--- src/rtl/fetch_stage_pkg.sv ---
// Shared definitions for the fetch stage, hazard unit and IF/ID register.
package fetch_stage_pkg;

  // IF/ID register control codes.
  localparam logic [1:0] IFID_FLUSH = 2'd0;
  localparam logic [1:0] IFID_LOAD  = 2'd1;
  localparam logic [1:0] IFID_HOLD  = 2'd2;

  // Default PC after reset.
  localparam logic [31:0] DefaultResetPc = 32'h0000_0000;

  // StFetch: request outstanding for pc.
  // StHave: instruction buffered while stall blocks delivery.
  // StDiscard: request outstanding but squashed by a redirect.
  typedef enum logic [1:0] {
    StFetch   = 2'd0,
    StHave    = 2'd1,
    StDiscard = 2'd2
  } fetch_state_e;

endpackage

--- src/rtl/fetch_stage.sv ---
// Instruction-fetch stage: owns the PC, drives a variable-latency instruction
// memory, applies redirects and stalls, and feeds the IF/ID register.
module fetch_stage
  import fetch_stage_pkg::*;
#(
  parameter logic [31:0] RESET_PC = DefaultResetPc
) (
  input  logic        clk,
  input  logic        reset,
  input  logic        stall,
  input  logic        redirect,
  input  logic [31:0] redirect_pc,
  output logic        imem_req,
  output logic [31:0] imem_addr,
  input  logic        imem_ready,
  input  logic [31:0] imem_rdata,
  output logic [31:0] instruction_out,
  output logic [31:0] pcplus4_out,
  output logic [1:0]  ifid_condition
);

  fetch_state_e state_q, state_d;
  logic [31:0]  pc_q, pc_d;
  logic [31:0]  buf_instr_q, buf_instr_d;
  logic [31:0]  pending_pc_q, pending_pc_d;
  logic [31:0]  pc_plus4;
  logic [31:0]  target_pc;

  assign pc_plus4  = pc_q + 32'd4;
  // Targets are word aligned; low bits of the request are ignored.
  assign target_pc = redirect_pc & 32'hFFFF_FFFC;

  // State register with synchronous reset.
  always_ff @(posedge clk) begin
    if (reset) begin
      state_q      <= StFetch;
      pc_q         <= RESET_PC;
      buf_instr_q  <= 32'h0;
      pending_pc_q <= 32'h0;
    end else begin
      state_q      <= state_d;
      pc_q         <= pc_d;
      buf_instr_q  <= buf_instr_d;
      pending_pc_q <= pending_pc_d;
    end
  end

  // Memory request and IF/ID outputs.
  always_comb begin
    imem_req        = 1'b0;
    imem_addr       = pc_q;
    ifid_condition  = IFID_FLUSH;
    instruction_out = 32'h0;
    pcplus4_out     = 32'h0;
    if (!reset) begin
      imem_req = (state_q == StFetch) || (state_q == StDiscard);
      if (redirect) begin
        ifid_condition = IFID_FLUSH;
      end else if (stall) begin
        ifid_condition = IFID_HOLD;
      end else if ((state_q == StFetch && imem_ready) || state_q == StHave) begin
        ifid_condition = IFID_LOAD;
      end
    end
    if (ifid_condition == IFID_LOAD) begin
      instruction_out = (state_q == StHave) ? buf_instr_q : imem_rdata;
      pcplus4_out     = pc_plus4;
    end
  end

  // Next-state logic; redirect takes priority over stall.
  always_comb begin
    state_d      = state_q;
    pc_d         = pc_q;
    buf_instr_d  = buf_instr_q;
    pending_pc_d = pending_pc_q;
    unique case (state_q)
      StFetch: begin
        if (redirect && imem_ready) begin
          pc_d = target_pc;
        end else if (redirect) begin
          pending_pc_d = target_pc;
          state_d      = StDiscard;
        end else if (imem_ready && stall) begin
          buf_instr_d = imem_rdata;
          state_d     = StHave;
        end else if (imem_ready) begin
          pc_d = pc_plus4;
        end
      end
      StHave: begin
        if (redirect) begin
          pc_d    = target_pc;
          state_d = StFetch;
        end else if (!stall) begin
          pc_d    = pc_plus4;
          state_d = StFetch;
        end
      end
      StDiscard: begin
        if (imem_ready) begin
          // Squashed response is dropped; same-cycle redirect is the newest target.
          pc_d    = redirect ? target_pc : pending_pc_q;
          state_d = StFetch;
        end else if (redirect) begin
          pending_pc_d = target_pc;
        end
      end
      default: begin
        state_d = StFetch;
      end
    endcase
  end

endmodule
--- config.mk ---
export PLATFORM = sky130hd
export DESIGN_NAME = fetch_stage
export DESIGN_NICKNAME = d
export VERILOG_FILES = /design/src/rtl/fetch_stage_pkg.sv /design/src/rtl/fetch_stage.sv
export SDC_FILE = /design/constraint.sdc
export NUM_CORES = 1
export LEC_CHECK = 0
export ABC_AREA = 1
export CAP_MARGIN = 20
export CORE_AREA = 2 2 169 138
export CTS_CLUSTER_SIZE = 40
export DETAILED_ROUTE_END_ITERATION = 16
export DIE_AREA = 0 0 171 140
export MAX_ROUTING_LAYER = met4
export PLACE_DENSITY_LB_ADDON = 0.15
export RECOVER_POWER = 100
export SLEW_MARGIN = 20
export SYNTH_ARGS = -nofsm -noshare
export SYNTH_HDL_FRONTEND = slang
export SYNTH_SLANG_ARGS = --single-unit
--- constraint.sdc ---
create_clock -name clk -period 3.8 [get_ports clk]
set_clock_uncertainty 0.2 [all_clocks]
set_input_delay 0.57 -clock clk [delete_from_list [all_inputs] [get_ports clk]]
set_output_delay 0.57 -clock clk [all_outputs]
set_load 0.1 [all_outputs]
Word-level counts from Yosys, hierarchy flattened
Cells that the tools add are included.
{ "totals": {"ff_bits": 98, "inputBits": 69, "output_inout_bits": 99, "word_cells": 57} }
{ "classes": {"add_sub_neg": 1, "n_eq_ne": 11, "mux": 27, "bitwise_logic": 2, "reduce_logical": 12} }
{ "op_table": {"columns": ["cell", "n"], "rows": [
  ["$mux W32", 13],
  ["$pmux W32 S3", 1],
  ["$pmux W32 S2", 1],
  ["$add A32 B3 Y32 const B", 1],
  ["$mux W2", 9],
  ["$ne A3 B2 Y1 const B", 3],
  ["$reduce_and A4 Y1", 2],
  ["$ne A2 B2 Y1 const B", 3],
  ["$ne A3 B3 Y1 const B", 2],
  ["$pmux W2 S3", 1],
  ["$reduce_and A6 Y1", 1],
  ["$eq A2 B1 Y1 const B", 2],
  ["$logic_and A1 B1 Y1", 3],
  ["$reduce_and A3 Y1", 1],
  ["$reduce_bool A3 Y1", 1],
  ["$eq A2 B2 Y1 const B", 1],
  ["$logic_not A2 Y1", 1],
  ["$logic_or A1 B1 Y1", 2],
  ["$mux W1", 2],
  ["$not A1 Y1", 2],
  ["$reduce_bool A2 Y1", 1]
]} }

Logic depth before layout (Yosys ltp)
{ "depth": {"depth_word": 9, "mapped_depth": 12, "depth_no_buf": 12} }

Least setup slack after synthesis
No wires, ideal clock.
{ "synth_timing": {"path_kind": "input-to-output", "startpoint": "in redirect", "endpoint": "out pcplus4_out[4]", "arrival_time_ns": 4.939, "required_time_ns": 3.030, "setup_slack_ns": -1.909, "stages": 4, "path_buffers": 1, "path_cell_list": "buf_2 > nor4_2 > inv_2 > nor3_1"} }
{ "synth_via": {"elab_chain_len": 4} }
{ "synth_rtl": {"columns": ["element", "line", "source"], "rows": [
  ["start, declared", "fetch_stage.sv:11", "input logic redirect,"],
  ["$mux W2", "fetch_stage.sv:57", "if (redirect) begin"],
  ["$mux W2", "fetch_stage.sv:55", "if (!reset) begin"],
  ["via ifid_condition[0]", "fetch_stage.sv:19", "output logic [1:0] ifid_condition"],
  ["$eq A2 B1 Y1", "fetch_stage.sv:65", "if (ifid_condition == IFID_LOAD) begin"],
  ["$mux W32", "fetch_stage.sv:65", null],
  ["end, declared", "fetch_stage.sv:18", "output logic [31:0] pcplus4_out,"]
]} }
The timed path passes the listed nets, and every way through them passes these cells.

Worst setup path in the final report
{ "layout_timing": {"startpoint": "in imem_ready", "endpoint": "out pcplus4_out[24]"} }
{ "layout_via": {"elab_chain_len": 8} }
{ "layout_rtl": {"columns": ["element", "line", "source"], "rows": [
  ["start, declared", "fetch_stage.sv:15", "input logic imem_ready,"],
  ["$logic_and A1 B1 Y1", "fetch_stage.sv:61", "end else if ((state_q == StFetch && imem_ready) || state_q == StHave) begin"],
  ["$logic_or A1 B1 Y1", "fetch_stage.sv:61", null],
  ["$mux W1", "fetch_stage.sv:61", null],
  ["$mux W2", "fetch_stage.sv:59", "end else if (stall) begin"],
  ["$mux W2", "fetch_stage.sv:57", null],
  ["$mux W2", "fetch_stage.sv:55", null],
  ["$eq A2 B1 Y1", "fetch_stage.sv:65", null],
  ["$mux W32", "fetch_stage.sv:65", null]
]} }
Every way passes these cells.

==> qor.yml <==
layout-drive-gt1-share_pct: 12.27
path_max_fanout: 37
yosysTopAreaCell: "dfxtp_1"
cts_setup_buffers: 0
status: "finished with violations"
nets: 1301
clkTransAtPathRegs_ns: 0.06
diodes: 0
dp_hpwl_um: 16970
slew_viol_final: 33
relSlewSlack_pct: -5.703
endpoint: "pcplus4_out[24]"
violations: "max-capacitance violations, max-slew violations"
wirelength_um: 24550
hold_viol: 0
synth_edf_count: 0
synth_compound_area_share_pct: 23.56
insertion_delay_ns: 0.36
via_per_inst: 5.012
grt_setup_unrepaired: "no"
core_region_area_mm2: 0.02219
cp-start-kind: "primary input"
setup_violations: 0
timing.rr.start: "state_q[1]"
synth_top_area_share_pct: 29.71
async_flop_share_pct: 0
row_count: 49
htreeDepth: 3
clockBufferDepth: 2
root_buffer: "clkbuf_16"
grt_max_degree: 69
drc: 0
synth-seq-cells: 98
worst-setup-path-type: "primary input to output port"
grt_overflow: 0
maxCapViolations: 1
p_leak_uw: 0.003838
grt_pass1_wl_um: 38330
fmax_ghz: 0.2836
synth_adder_area_share_pct: 0.9475
dieArea_mm2: 0.02394
ant_nets: 0
netlist_instances: 1103
synth_fp_nets: 1177
netlist_area_mm2: 0.006603
grt_antenna_before_repair: 0
cellPowerDensity_mw_per_mm2: 430.7
die_h_um: 140
hold_buffers: 0
synth_xor_area_share_pct: 1.838
fillers: 2318
reg2regPathDepth: 11
synth_mux_area_share_pct: 0
crit_cells: 9
vias: 7704
yosys.area_share.simple_pct: 35.13
cts.sinks: 98
yosysWarningCount: 0
wl_per_cell_um: 15.97
initial_core_util_pct: 29.75
ys.flop_type: "dfxtp_1"
final_core_util_pct: 42.84
fin_tns_setup_ns: 0
crit_chain: "clkdlybuf4s50_1 -> nand2_1 -> inv_1 -> nor2_1 -> nor4_4 -> inv_6 -> clkbuf_2 -> a21oi_1 -> buf_12"
r2r_slack_ns: 0.57
cts_buffers: 9
synthToLayoutAreaGrowth_pct: 44.00
grt_pass1_vias: 6918
fp.dieW_um: 171
final_common_cell: "nand2_1"
gp_congestion: 0.8859
slowest_delay_ns: 0.54
synth_top_family_by_area: "simple AND/OR/NAND/NOR gates"
p_total_uw: 4095
required_ns: 3.03
ios: 168
path_delay_family: "buffers and inverters"
end_kind: "output port"
worst_slew_pin_slew_ns: 1.586
critPathSlowestCell: "clkdlybuf4s50_1"
critPathArrivalTime_ns: 2.76
hold_path.class: "flip-flop to flip-flop"
cp_num_buf_inv: 5
avgSynthCellArea_um2: 5.986
io_buffers: 165
max-vdd-ir-drop_mv: 0.2267
synthDistinctLibCells: 40
final_cell_mix: "nand2_1, nor2_1, o21ai_0, a21oi_1, dfxtp_1"
cts_tree: "done"
worstReg2RegEnd: "imem_addr[0]"
synth_area_leaders: "dfxtp_1, nand2_1, a21oi_1, nor2_1, o21ai_0"
first_pass_iters: 5
drt_iter0_drc: 598
fin_crit_ns: 3.527
track_usage_pct: 20.90
cts_resized: 0
ys_seq_area_share_pct: 29.71
min_period_over_period_pct: 92.81
worstSetupStartpoint: "imem_ready"
cell families after synthesis:
logic type / after synthesis
adder cells (fa/ha/maj): 5
XOR/XNOR: 13
AO/OA/AOI/OAI: 297
flip-flops: 98
buffers and inverters: 132
AND/OR/NAND/NOR: 558
sequential cells by signal, summed over array words and instances, names as in the netlist:
register	cells
pending_pc_q	32
state_q	2
imem_addr	32
buf_instr_q	32
power by group:
| group | internal [uW] | switching (uW) | total, uW |
|---|---|---|---|
| sequential | 1180 | 150 | 1330 |
| combinational | 448 | 1220 | 1670 |
| clock | 658 | 436 | 1090 |
worst min-delay path: stages (launching register included):
cell,delay (ns)
dfxtp_1,0.31
nand3_1,0.08
inv_1,0.03
per-layer routing:
| layer | vias up | wire, um | GRT usage, % |
|---|---|---|---|
| met4 | 0 | 259 | 4.059 |
| met5 | - | 0 | - |
| met3 | 17 | 1445 | 3.476 |
| met2 | 229 | 10890 | 31.41 |
| met1 | 3603 | 11960 | 29.56 |
| li1 | 3855 | - | - |
worst min path at each step:
stage,startpoint,slack [ns],endpoint,depth (start not counted)
after detailed placement,pending_pc_q[0],0.25,pending_pc_q[0],2
after floorplan,pending_pc_q[1],0.23,pending_pc_q[1],2
after global routing,pending_pc_q[1],0.29,pending_pc_q[1],2
after CTS,pending_pc_q[0],0.26,pending_pc_q[0],2
after global placement,pending_pc_q[0],0.25,pending_pc_q[0],2
final,pending_pc_q[0],0.27,pending_pc_q[0],2
through the flow:
step                instance area [um2]  instances  hold WS [ns]  setup slack [ns]
finish                             9508       1537        0.2663            0.2734
global route                       9508       1537        0.2856            0.1125
detailed placement                 9661       1522        0.2517            0.3564
global placement                   9661       1522        0.2452            0.3800
floorplan                          7157       1103        0.2329           -0.5583
CTS                               10000       1537        0.2614            0.3499
synth_stat cells, drive strengths merged (2+ instances only):
library cell / number
dfxtp: 98
nand3b: 4
buf: 19
nor2: 182
nand2: 313
inv: 59
o31ai: 2
ha: 5
clkbuf: 53
xor2: 12
o22ai: 2
nor3: 3
and2: 14
o21a: 2
a31oi: 27
o21ai: 126
a21oi: 131
nand4: 2
nand3: 39
layout make-up:
cell class	instances	area, um2	area share, %
Timing Repair Buffer	185	2186	22.99
Sequential cell	98	1962	20.63
Clock buffer	10	239.0	2.513
Inverter	60	230.2	2.421
Clock inverter	5	102.6	1.079
Tap cell	306	382.9	4.027
Multi-Input combinational cell	873	4405	46.34
No activity file was read; power rests on OpenSTA's default activity.
